===== src/rtl/piso_pkg.sv =====
// -----------------------------------------------------------------------------
// piso_pkg
//
// Shared definitions for the parallel-in/serial-out serializer.
//
// Contents:
//   state_e      - controller state (IDLE: waiting for a word, SHIFT: streaming)
//   PARITY_BITS  - 1 when PISO_PARITY_EN is defined, otherwise 0
//   cnt_width()  - width of the per-frame bit counter for a given word width
//   frame_bits() - number of enabled cycles a frame occupies on the serial
//                  output (data bits plus the optional parity bit)
//
// Configuration macro: PISO_PARITY_EN (undefined by default).
// -----------------------------------------------------------------------------
package piso_pkg;

    typedef enum logic {
        ST_IDLE  = 1'b0,
        ST_SHIFT = 1'b1
    } state_e;

`ifdef PISO_PARITY_EN
    localparam int PARITY_BITS = 1;
`else
    localparam int PARITY_BITS = 0;
`endif

    // Counter must be able to hold WIDTH, the load value of a parity frame.
    function automatic int cnt_width(input int width);
        return $clog2(width + 1);
    endfunction

    function automatic int frame_bits(input int width);
        return width + PARITY_BITS;
    endfunction

endpackage


===== src/rtl/piso_serializer.sv =====
// -----------------------------------------------------------------------------
// piso_serializer
//
// Parallel-in/serial-out shifter. A WIDTH-bit word is accepted over a
// valid/ready handshake and emitted one bit per enabled clock on q, qualified
// by q_valid and q_last. Back-to-back words stream with no gap bits: the next
// word is loaded on the same enabled edge that retires the last bit.
//
// Parameters:
//   WIDTH     - word width in bits (>= 2)
//   LSB_FIRST - 0: MSB shifted out first, 1: LSB shifted out first
//
// Ports:
//   clk       in   rising-edge clock
//   rst       in   asynchronous, active-high reset
//   in_data   in   parallel word to serialize
//   in_valid  in   in_data valid
//   in_ready  out  a word can be accepted this cycle
//   ce        in   shift enable; advances the serial stream one bit
//   q         out  serial data bit (registered)
//   q_valid   out  q carries a frame bit (registered)
//   q_last    out  q is the final bit of the current frame (registered)
//
// Configuration macro: PISO_PARITY_EN. When defined, an even-parity bit (XOR
// of the data bits, latched at load) follows the last data bit, the frame is
// WIDTH+1 enabled cycles long and q_last marks the parity bit only.
// -----------------------------------------------------------------------------
module piso_serializer
    import piso_pkg::*;
#(
    parameter int WIDTH     = 8,
    parameter int LSB_FIRST = 0
) (
    input  logic             clk,
    input  logic             rst,
    input  logic [WIDTH-1:0] in_data,
    input  logic             in_valid,
    output logic             in_ready,
    input  logic             ce,
    output logic             q,
    output logic             q_valid,
    output logic             q_last
);

    localparam int CNT_W      = cnt_width(WIDTH);
    localparam int FRAME_BITS = frame_bits(WIDTH);

    // The counter holds the number of frame bits still to come after the one
    // currently on q, so it reaches zero exactly on the last bit of the frame.
    localparam logic [CNT_W-1:0] CNT_LOAD = CNT_W'(FRAME_BITS - 1);
    localparam logic [CNT_W-1:0] CNT_ONE  = CNT_W'(1);

    state_e           state_q,   state_d;
    logic [WIDTH-1:0] shreg_q,   shreg_d;
    logic [CNT_W-1:0] cnt_q,     cnt_d;
    logic             q_q,       q_d;
    logic             q_valid_q, q_valid_d;
    logic             q_last_q,  q_last_d;
`ifdef PISO_PARITY_EN
    logic             parity_q,  parity_d;
`endif

    logic             load;

    // Bit that leaves the word first, in the configured shift order.
    function automatic logic first_bit(input logic [WIDTH-1:0] w);
        return (LSB_FIRST != 0) ? w[0] : w[WIDTH-1];
    endfunction

    // Word with its first-out bit removed, so the next bit moves to the exit end.
    function automatic logic [WIDTH-1:0] drop_first(input logic [WIDTH-1:0] w);
        return (LSB_FIRST != 0) ? (w >> 1) : (w << 1);
    endfunction

    // Ready in IDLE regardless of ce; in SHIFT only on the enabled edge that
    // retires the last bit, which lets the next word follow with no bubble.
    // Nothing here looks at in_valid or in_data.
    assign in_ready = !rst && ((state_q == ST_IDLE) || (q_last_q && ce));
    assign load     = in_valid && in_ready;

    always_comb begin
        state_d   = state_q;
        shreg_d   = shreg_q;
        cnt_d     = cnt_q;
        q_d       = q_q;
        q_valid_d = q_valid_q;
        q_last_d  = q_last_q;
`ifdef PISO_PARITY_EN
        parity_d  = parity_q;
`endif

        if (load) begin
            // The first bit goes straight to the q register; the shift
            // register keeps only the bits that still have to follow.
            state_d   = ST_SHIFT;
            shreg_d   = drop_first(in_data);
            cnt_d     = CNT_LOAD;
            q_d       = first_bit(in_data);
            q_valid_d = 1'b1;
            // WIDTH >= 2, so the first bit is never the last one.
            q_last_d  = 1'b0;
`ifdef PISO_PARITY_EN
            parity_d  = ^in_data;
`endif
        end else if ((state_q == ST_SHIFT) && ce) begin
            if (q_last_q) begin
                // Frame finished and no word waiting: drop back to idle with
                // all serial outputs at their quiescent values.
                state_d   = ST_IDLE;
                shreg_d   = '0;
                cnt_d     = '0;
                q_d       = 1'b0;
                q_valid_d = 1'b0;
                q_last_d  = 1'b0;
`ifdef PISO_PARITY_EN
                parity_d  = 1'b0;
`endif
            end else begin
                cnt_d    = cnt_q - CNT_ONE;
                q_last_d = (cnt_q == CNT_ONE);
                shreg_d  = drop_first(shreg_q);
`ifdef PISO_PARITY_EN
                // With one bit left to go, that bit is the latched parity.
                q_d      = (cnt_q == CNT_ONE) ? parity_q : first_bit(shreg_q);
`else
                q_d      = first_bit(shreg_q);
`endif
            end
        end
    end

    always_ff @(posedge clk or posedge rst) begin
        if (rst) begin
            state_q   <= ST_IDLE;
            shreg_q   <= '0;
            cnt_q     <= '0;
            q_q       <= 1'b0;
            q_valid_q <= 1'b0;
            q_last_q  <= 1'b0;
`ifdef PISO_PARITY_EN
            parity_q  <= 1'b0;
`endif
        end else begin
            state_q   <= state_d;
            shreg_q   <= shreg_d;
            cnt_q     <= cnt_d;
            q_q       <= q_d;
            q_valid_q <= q_valid_d;
            q_last_q  <= q_last_d;
`ifdef PISO_PARITY_EN
            parity_q  <= parity_d;
`endif
        end
    end

    assign q       = q_q;
    assign q_valid = q_valid_q;
    assign q_last  = q_last_q;

endmodule


===== config.mk =====
export PLATFORM = sky130hd
export DESIGN_NAME = piso_serializer
export DESIGN_NICKNAME = d
export VERILOG_FILES = /design/src/rtl/piso_pkg.sv /design/src/rtl/piso_serializer.sv
export SDC_FILE = /design/constraint.sdc
export NUM_CORES = 1
export LEC_CHECK = 0
export BUFFER_PORTS_ARGS = -buffer_cell sky130_fd_sc_hd__buf_2
export CAP_MARGIN = 20
export CORE_UTILIZATION = 40
export CTS_BUF_LIST = sky130_fd_sc_hd__clkbuf_4 sky130_fd_sc_hd__clkbuf_8
export DETAILED_ROUTE_END_ITERATION = 12
export PLACE_DENSITY_LB_ADDON = 0.15
export SKIP_CTS_REPAIR_TIMING = 1
export SYNTH_ARGS = -nofsm -noshare
export SYNTH_HDL_FRONTEND = slang
export SYNTH_SLANG_ARGS = --single-unit

===== constraint.sdc =====
create_clock -name clk -period 1.75 [get_ports clk]
set_input_delay 0.0875 -clock clk [delete_from_list [all_inputs] [get_ports clk]]
set_output_delay 0.0875 -clock clk [all_outputs]
set_load 0.005 [all_outputs]

## Word-level counts from Yosys, hierarchy flattened

Index checks and enable logic that the tools add are counted.

- Flip-flop bits (word level): 15
- Bits in latches: 0
- Memory bits (writable): 0
- Bits in read-only memories: 0
- Input bits: 12
- Output and inout port bits: 4
- Word-level logic and storage cells: 32
- Memories kept: 0

- $add $sub $neg: 1
- Multiply operators: 0
- Divide/modulo/power cells: 0
- $lt $le $gt $ge: 0
- Equal/unequal tests: 1
- Shift operators: 0
- Muxes and demuxes: 15
- Bitwise operators: 1
- Reduce and logical (&&, ||, !) cells: 9

Operators with widths:

| kind | count |
|---|---|
| two-way mux 8 bit | 3 |
| two-way mux 4 bit | 3 |
| two-way mux 1 bit | 9 |
| equality test 4 x 1 -> 1 bit (second input constant) | 1 |
| logical AND 1 bit | 4 |
| nonzero test 2 bit | 2 |
| subtractor 4 x 1 -> 4 bit (second input constant) | 1 |
| AND reduction 2 bit | 1 |
| logical NOT 1 bit | 1 |
| logical OR 1 bit | 1 |
| NOT 1 bit | 1 |

## Logic depth before layout (Yosys ltp)

Gate-level depths: netlist of the first run.

- Word-level depth: 6
- Mapped depth: 4
- Depth with buffers taken out: 4

## Least setup slack after synthesis of the first run

No wires, ideal clock.

- Path kind: flip-flop to flip-flop
- Start point: register cnt_q[0]
- End point: register cnt_q[3]
- Setup time: 0.124 ns
- Data arrival time: 1.137 ns
- Data required time: 1.626 ns
- Setup slack: 0.489 ns
- Cell stages (with the launch flop): 4
- Buffers on the path: 0
- Period minus slack after synthesis: 1.261 ns
- Cell sequence: dfrtp_1 or3_1 and4b_1 a211o_1

- Word-level cells in the longest chain between the ends: 4

RTL lines:

| what | RTL line | text |
|---|---|---|
| start: declaration | piso_serializer.sv:55 | `logic [CNT_W-1:0] cnt_q, cnt_d;` |
| start signal: assignment | piso_serializer.sv:146 | `cnt_q <= cnt_d;` |
| subtractor 4 x 1 -> 4 bit | piso_serializer.sv:119 | `cnt_d = cnt_q - CNT_ONE;` |
| two-way mux 4 bit | piso_serializer.sv:106 | `if (q_last_q) begin` |
| two-way mux 4 bit | piso_serializer.sv:105 | `end else if ((state_q == ST_SHIFT) && ce) begin` |
| two-way mux 4 bit | piso_serializer.sv:92 | `if (load) begin` |

Every way passes these cells. The select of a mux whose other input is x is not followed.
A chain may end at the register's enable or synchronous reset.

## Worst setup path in the final report of the first run

- Start point: input rst
- End point: register shreg_q[1]

- Word-level cells in the longest chain between the ends: 4
- Elaborated cells between the ends (all ways): 5
- Classes of those cells: mux (1); reduce/logical (4)

RTL lines:

| what | RTL line | text |
|---|---|---|
| start: declaration | piso_serializer.sv:35 | `input logic rst,` |
| logical NOT 1 bit (no line) (*) | - |  |
| logical AND 1 bit (*) | piso_serializer.sv:78 | `assign in_ready = !rst && ((state_q == ST_IDLE) \|\| (q_last_q && ce));` |
| logical AND 1 bit (*) | piso_serializer.sv:79 | `assign load = in_valid && in_ready;` |
| two-way mux 8 bit / nonzero test 2 bit (equally long branches) | - |  |
| end signal: assignment | piso_serializer.sv:145 | `shreg_q <= shreg_d;` |
| end: declaration | piso_serializer.sv:54 | `logic [WIDTH-1:0] shreg_q, shreg_d;` |

Every way passes the cells marked *; elsewhere a longest branch is shown, timed or not.

==> metrics.txt, run 1 <==
startpoint types=input port; total number of vias=527; Cells after Synth=60; chip height=43.8 µm; first-pass GRT wire length=2.19 mm; Boundary Pins=16; FILL cells=153; failing checks=DRC; # diodes=0; Int Power=0.000783 W; top_reg_cell synth=dfrtp_1; initial core utilization=44.3%; Area after DPL=790 µm²; post-synthesis async set-or-reset flop share=100%; Final Cycle Share=80.5%; Slew Viols, Final=0; pin count of the biggest net entering global routing=15; Setup WS pre-CTS=366 ps; DRT iter0 DRCs=5; Worst EP arrival=1610 ps; #FFs+latches synth=14; Synth top cells by count=dfrtp_1, a221o_1, and2_1; fin util=52.1%; Fin Setup TNS=0 ps; global route overflow=0; critical path fanouts, max=12; Worst Path Required=1950 ps; synth unique cells=23; GPL Wtd Cong=0.716; crit path kind=in2reg; Yosys top cell area share=50.2%; drt first pass iters=8; Syn Area/Cell=11.6 µm²; reg2reg setup slack=360 ps; final net count=95; synthesized net count=74; Clock Sinks=14; drt drc=2; Bufs on Longest Clock Path=2; CTS H-tree depth=1; Via density=5.55; antenna violations before repair=0; layout cells sized above 1=31.6%; synth warn=0; Final min period=1410 ps; Total Power=0.00117 W; post-route ant nets=0; clock power share=14.9%; RSZ-0062 raised after global routing=false; Hold Path Class=in2reg; CTS tree=done; setup violators final=0; clock skew=1.77 ps; area grow syn2layout=17.7%; sequential area share after synthesis=50.2%; PortBufs=15; max cap viols=0; overall die area=1920 µm²; Die Wd=43.8 µm; Total GRT Usage=16.2%; max_slew headroom=65.3%; Peak Freq=0.710 GHz; WL final=1.34 mm; top cells by area, synth=dfrtp_1, a221o_1, and2_1; net load switching power=0.000389 W; outcome=finished, violations left; Peak VDD IR=0.000525 V; most common cell in the netlist=dfrtp_1; switching portion of total power=33.2%; Flop pwr share=47.8%; worst setup margin=341 ps; crit end category=flip-flop; Logic pwr share=37.3%; Worst-Margin Slew=521 ps; placed wire-length estimate=965 µm; power per cell area=1430 nW/µm²; Clock Latency Late Sink=270 ps; CTS root buf=clkbuf_4; number of global-route vias before repair=497; Synth area leader=dfrtp_1; Pleak=0.421 nW; core area=1580 µm²; # rows=14; DR WL/cell=14.1 µm; Post-synth EDFFs=0; Netlist Area Pre-Place=698 µm²; Final Cell Area=822 µm²; TritonCTS Buffers=3; final hold vios=0; CTS clk-pin slew, worst paths=80 ps
==> routing by layer <==
metal | wire length [µm] | vias up | global-route usage (%)
li1 | - | 264 | -
met1 | 682 | 251 | 21.1
met2 | 613 | 12 | 23.6
met3 | 41 | 0 | 5.00
met4 | 0 | 0 | 9.38
met5 | 0 | - | 0
==> cell families after synthesis <==
logic type	count (synthesis)	synth area share (%)
AOI/OAI and AO/OA	16	21.7
buffers and inverters	6	4.30
DFF	14	50.2
muxes	1	1.43
and+or+nand+nor	21	18.8
adders and majority gates	2	3.58
==> flip-flops by register name, summed over array words and instances (netlist names) <==
signal / count
q_valid: 1
q: 1
q_last: 1
shreg_q: 7
cnt_q: 4
==> critical path: stages <==
cell and delay (ps):
dlygate4sd3_1 540, buf_2 130, nand2b_1 170, nor2_2 440
mux2i_1 240
==> cell usage in the layout (no fill, tap or decap) <==
cell,instances
and3b_2,1
ha_1,2
buf_2,15
nor3_1,2
dfrtp_1,14
clkbuf_4,3
nor2_2,1
a21boi_2,1
a32oi_1,1
o211ai_1,1
dlygate4sd3_1,1
nand3b_1,1
nor2_1,3
buf_4,1
mux2i_1,1
a211o_1,3
nand2b_1,1
and2_1,7
or3_1,1
a21o_2,1
o21a_2,1
inv_1,5
and4b_1,1
nand2_1,2
and4bb_2,1
a221o_1,8
==> path summary, 6_finish.rpt <==
path / startpoint / endpoint / depth (start not counted)
setup / recovery: rst / shreg_q[1]$_DFFE_PP0P_ / 5
hold / removal: in_data[5] / shreg_q[6]$_DFFE_PP0P_ / 2
setup reg to reg: q_valid$_DFFE_PP0P_ / shreg_q[1]$_DFFE_PP0P_ / 3
hold reg to reg: q$_DFFE_PP0P_ / q$_DFFE_PP0P_ / 1
max in group asynchronous: rst / q_last$_DFFE_PP0P_ / 4
min in group asynchronous: rst / shreg_q[4]$_DFFE_PP0P_ / 4
==> per-stage QoR <==
| step | instances | hold slack [ps] |
|---|---|---|
| 6_report | 95 | 40.8 |
| 5_1_grt | 95 | 21.6 |
| 4_1_cts | 94 | -164 |
| 3_5_place_dp | 91 | 135 |
| 3_3_place_gp | 91 | 137 |
| 2_1_floorplan | 60 | -15.0 |
==> final cells by class <==
type,instances,area (µm²),area share [%]
well taps,16,20.0,2.44
repair buffers,17,92.6,11.3
clock buffers,3,22.5,2.74
flip-flops and latches,14,350,42.6
inverters,5,18.8,2.28
multi-input cells,40,318,38.7
==> power by group through the flow <==
stage                     Combinational [W]  Clock, W  Sequential, W
after floorplan                    0.000341         0       0.000539
after global placement             0.000432         0       0.000562
after detailed placement           0.000444         0       0.000563
after CTS                          0.000444  0.000182       0.000558
after global routing               0.000491  0.000203       0.000582
final                              0.000437  0.000175       0.000560
No activity file was read; power rests on OpenSTA's default activity.
==> run 2: changes to the inputs <==
==> constraint.sdc (replaced) <==
create_clock -name clk -period 1.4 [get_ports clk]
set_input_delay 0.07 -clock clk [delete_from_list [all_inputs] [get_ports clk]]
set_output_delay 0.07 -clock clk [all_outputs]
set_load 0.005 [all_outputs]
==> metrics.txt, run 2 (synthesized netlist as in run 1, its figures left out) <==
outcome=finished, violations left; failing checks=DRC; crit end category=flip-flop; final hold vios=0; Layout Cells excl Fill=102; RSZ-0062 raised after global routing=false; Worst EP arrival=1470 ps; initial core utilization=44.3%; WL final=1.35 mm; DR WL/cell=13.2 µm; Peak Freq=0.765 GHz; max reg flops=7; core area=1580 µm²; Final Cycle Share=93.4%; worst setup margin=92.1 ps; biggest registers after layout=shreg_q: 7 flops, cnt_q: 4 flops; most frequent cells in the layout=buf_2, dfrtp_1, a221o_1; max cap viols=0; Final min period=1310 ps; number of global-route vias before repair=538; power per cell area=1790 nW/µm²; Via density=5.35; switching portion of total power=31.5%; Peak VDD IR=0.00107 V; GPL Wtd Cong=0.657; layout cells sized above 1=37.2%; setup violators final=0; Buffers & Inverters on Critical Path=0; drt drc=2; critical path fanouts, max=5; final net count=101; startpoint types=flip-flop; CTS tree=done; TritonCTS Buffers=3; Worst Path Required=1570 ps; crit-path cells=or3_1 > and4b_1 > a211o_1; Hold Path Class=in2reg; Total GRT Usage=16.2%; Bufs on Longest Clock Path=2; net load switching power=0.000497 W; Fin Setup TNS=0 ps; area grow syn2layout=26.2%; clock skew=1.27 ps; Inst Count DP=97; PortBufs=15; clock power share=17.9%; global route overflow=0; Flop pwr share=43.1%; Setup WS pre-CTS=102 ps; Reg with most FFs=shreg_q; antenna violations before repair=0; # diodes=0; overall die area=1920 µm²; Die Wd=43.8 µm; CTS root buf=clkbuf_4; Clock Sinks=14; Boundary Pins=16; crit path kind=reg2reg; post-route ant nets=0; CP max stage cell=dfrtp_1; first-pass GRT wire length=2.21 mm; Total Power=0.00158 W; DRT iter0 DRCs=12; drt first pass iters=7; chip height=43.8 µm; pin count of the biggest net entering global routing=15; # rows=14; max_slew headroom=86.8%; CP peak stage delay=420 ps; Logic pwr share=39.1%; Slew Viols, Final=0; CTS clk-pin slew, worst paths=80 ps; CTS H-tree depth=1; Clock Latency Late Sink=270 ps; placed wire-length estimate=1.02 mm; Pleak=0.459 nW; Worst-Margin Slew=198 ps; total number of vias=546; CP delay by family, top=simple AND/OR/NAND/NOR gates; commonest non-fill, non-tap cell in the layout=buf_2; Int Power=0.00108 W
[run 2: power by group through the flow]
stage | Clock, W | Combinational, W | Sequential (W)
floorplan | 0 | 0.000426 | 0.000673
detailed placement | 0 | 0.000620 | 0.000690
global route | 0.000315 | 0.000692 | 0.000703
CTS | 0.000298 | 0.000625 | 0.000680
global placement | 0 | 0.000611 | 0.000679
finish | 0.000282 | 0.000616 | 0.000679
[run 2: worst paths after layout]
kind / start / to / slack, ps / cells past startpoint
hold / removal: in_data[5] / shreg_q[6]$_DFFE_PP0P_ / 20 / 2
setup reg to reg: cnt_q[0]$_DFFE_PP0P_ / cnt_q[3]$_DFFE_PP0P_ / 90 / 3
max in group asynchronous: rst / shreg_q[4]$_DFFE_PP0P_ / 850 / 4
hold reg to reg: q$_DFFE_PP0P_ / q$_DFFE_PP0P_ / 510 / 1
setup / recovery: cnt_q[0]$_DFFE_PP0P_ / cnt_q[3]$_DFFE_PP0P_ / 90 / 3
min in group asynchronous: rst / shreg_q[5]$_DFFE_PP0P_ / 380 / 4
[run 2: worst register-to-register path, stage by stage (launching register included)]
cell and delay (ps):
dfrtp_1 420, or3_1 370, and4b_1 190, a211o_1 220
[run 2: metrics by stage]
step	util (%)	hold WS [ps]	instance area (µm²)
finish	55.9	19.6	881
global route	55.9	1.49	881
CTS	55.2	-184	871
detailed placement	52.9	122	835
global placement	52.9	113	835
floorplan	-	-32.5	698
[run 2: routing by layer]
| layer | up-vias | wire length, µm | GRT usage, % |
|---|---|---|---|
| met2 | 11 | 655 | 26.0 |
| li1 | 278 | - | - |
| met5 | - | 0 | 0 |
| met1 | 257 | 619 | 19.4 |
| met4 | 0 | 0 | 3.75 |
| met3 | 0 | 73 | 7.92 |
[run 2: cell type report]
class | count | area [µm²]
tap | 16 | 20.0
fill | 142 | 696
sequential | 14 | 350
timing repair buffer | 23 | 138
multi-input combinational | 40 | 318
clock buffer | 4 | 36.3
inverter | 5 | 18.8
==> run 3: changes to the inputs <==
--- a/config.mk
+++ b/config.mk
@@ -5,7 +5,7 @@
 export SDC_FILE = /design/constraint.sdc
 export NUM_CORES = 1
 export LEC_CHECK = 0
-export BUFFER_PORTS_ARGS = -buffer_cell sky130_fd_sc_hd__buf_2
+export BUFFER_PORTS_ARGS = -buffer_cell sky130_fd_sc_hd__clkbuf_2
 export CAP_MARGIN = 20
 export CORE_UTILIZATION = 40
 export CTS_BUF_LIST = sky130_fd_sc_hd__clkbuf_4 sky130_fd_sc_hd__clkbuf_8
==> metrics.txt, run 3 (synthesized netlist as in run 1, its figures left out) <==
setup violators final=0; met3 Track Usage GR=7.92%; met2 Usage GRT=23.9%; PortBufs=15; drt first pass iters=8; TritonCTS Buffers=3; Clock Sinks=14; Via density=5.46; GPL Wtd Cong=0.659; crit end category=flip-flop; max_slew headroom=86.4%; initial core utilization=44.3%; DR WL/cell=13.1 µm; Boundary Pins=16; layout cells sized above 1=36.5%; biggest registers after layout=shreg_q: 7 flops, cnt_q: 4 flops; Peak Freq=0.731 GHz; CTS H-tree depth=1; area grow syn2layout=24.2%; Die Wd=43.8 µm; CP max stage cell=dlygate4sd3_1; Final min period=1370 ps; drt drc=2; core area=1580 µm²; Setup WS pre-CTS=81.4 ps; Int Power=0.00102 W; Worst Path Required=1550 ps; chip height=43.8 µm; FILL cells=148; placed wire-length estimate=1.02 mm; crit path kind=in2reg; max reg flops=7; max cap viols=0; pin count of the biggest net entering global routing=15; final hold vios=0; net load switching power=0.000484 W; worst setup margin=32.8 ps; Logic pwr share=40.7%; CTS tree=done; Total GRT Usage=15.8%; outcome=finished, violations left; Inst Count DP=97; Peak VDD IR=0.00101 V; clock skew=7.14 ps; power per cell area=1740 nW/µm²; Pleak=0.453 nW; Bufs on Longest Clock Path=2; global route overflow=0; switching portion of total power=32.2%; startpoint types=input port; Hold Path Class=in2reg; crit path from=rst; CTS clk-pin slew, worst paths=80 ps; Worst EP arrival=1520 ps; clock power share=14.2%; # diodes=0; # rows=14; Layout Cells excl Fill=101; met1 Usage GRT=19.5%; antenna violations before repair=0; critical path fanouts, max=8; most frequent cells in the layout=clkbuf_2, dfrtp_1, a221o_1; Final Cycle Share=97.7%; RSZ-0062 raised after global routing=false; Final Cell Area=867 µm²; first-pass GRT wire length=2.13 mm; number of global-route vias before repair=503; crit-path cells=dlygate4sd3_1 > clkbuf_2 > nand2b_1 > o21a_2 > a221o_1; Flop pwr share=45.1%; DRT iter0 DRCs=8; Clock Latency Late Sink=270 ps; r2r startpoint=cnt_q[0]$_DFFE_PP0P_; failing checks=DRC; total number of vias=551; post-route ant nets=0; commonest non-fill, non-tap cell in the layout=clkbuf_2; WL final=1.32 mm; overall die area=1920 µm²; CP peak stage delay=530 ps; Reg with most FFs=shreg_q; reg2reg setup slack=80 ps; Hold Crit Start=in_data[5]; Fin Setup TNS=0 ps; final net count=101; GRT busiest layer=met2; Worst-Margin Slew=204 ps; CTS root buf=clkbuf_4; Area after DPL=835 µm²; Slew Viols, Final=0
-- run 3: worst paths after layout --
check | endpoint | depth (start not counted)
worst max-delay path | shreg_q[3]$_DFFE_PP0P_ | 5
worst max register to register | cnt_q[3]$_DFFE_PP0P_ | 3
worst min-delay path | shreg_q[6]$_DFFE_PP0P_ | 2
min in group asynchronous | q_last$_DFFE_PP0P_ | 4
worst min register to register | shreg_q[2]$_DFFE_PP0P_ | 1
max in group asynchronous | shreg_q[4]$_DFFE_PP0P_ | 4
-- run 3: final cells by class --
type                    count  area (µm²)  area share (%)
flip-flops and latches     14         350            40.4
multi-input cells          40         318            36.7
repair buffers             23         138            15.9
clock buffers               3        22.5            2.60
well taps                  16        20.0            2.31
inverters                   5        18.8            2.16
-- run 3: through the flow --
stage	hold slack (ps)	total power (W)	util (%)
2_1_floorplan	-32.5	0.00110	-
3_3_place_gp	103	0.00129	52.9
3_5_place_dp	107	0.00131	52.9
4_1_cts	-195	0.00153	54.4
5_1_grt	7.63	0.00163	55.0
6_report	21.7	0.00150	55.0
-- run 3: layer usage --
| metal | vias up | part of all wire [%] | routed length [µm] |
|---|---|---|---|
| met2 | 14 | 47 | 627 |
| li1 | 278 | - | - |
| met3 | 2 | 6.2 | 82 |
| met5 | - | 0 | 0 |
| met4 | 0 | 0.76 | 10 |
| met1 | 257 | 45 | 600 |
-- run 3: critical path, delay by kind of cell --
family	cells	cell delay, ps
buffers and inverters	2	650
AOI/OAI and AO/OA	2	630
and+or+nand+nor	1	160
-- run 3: power groups by stage --
stage          logic, W  registers, W  clock network [W]
2_1_floorplan  0.000426      0.000673                  0
3_3_place_gp   0.000612      0.000682                  0
3_5_place_dp   0.000621      0.000690                  0
4_1_cts        0.000624      0.000681           0.000227
5_1_grt        0.000680      0.000705           0.000247
6_report       0.000613      0.000679           0.000213
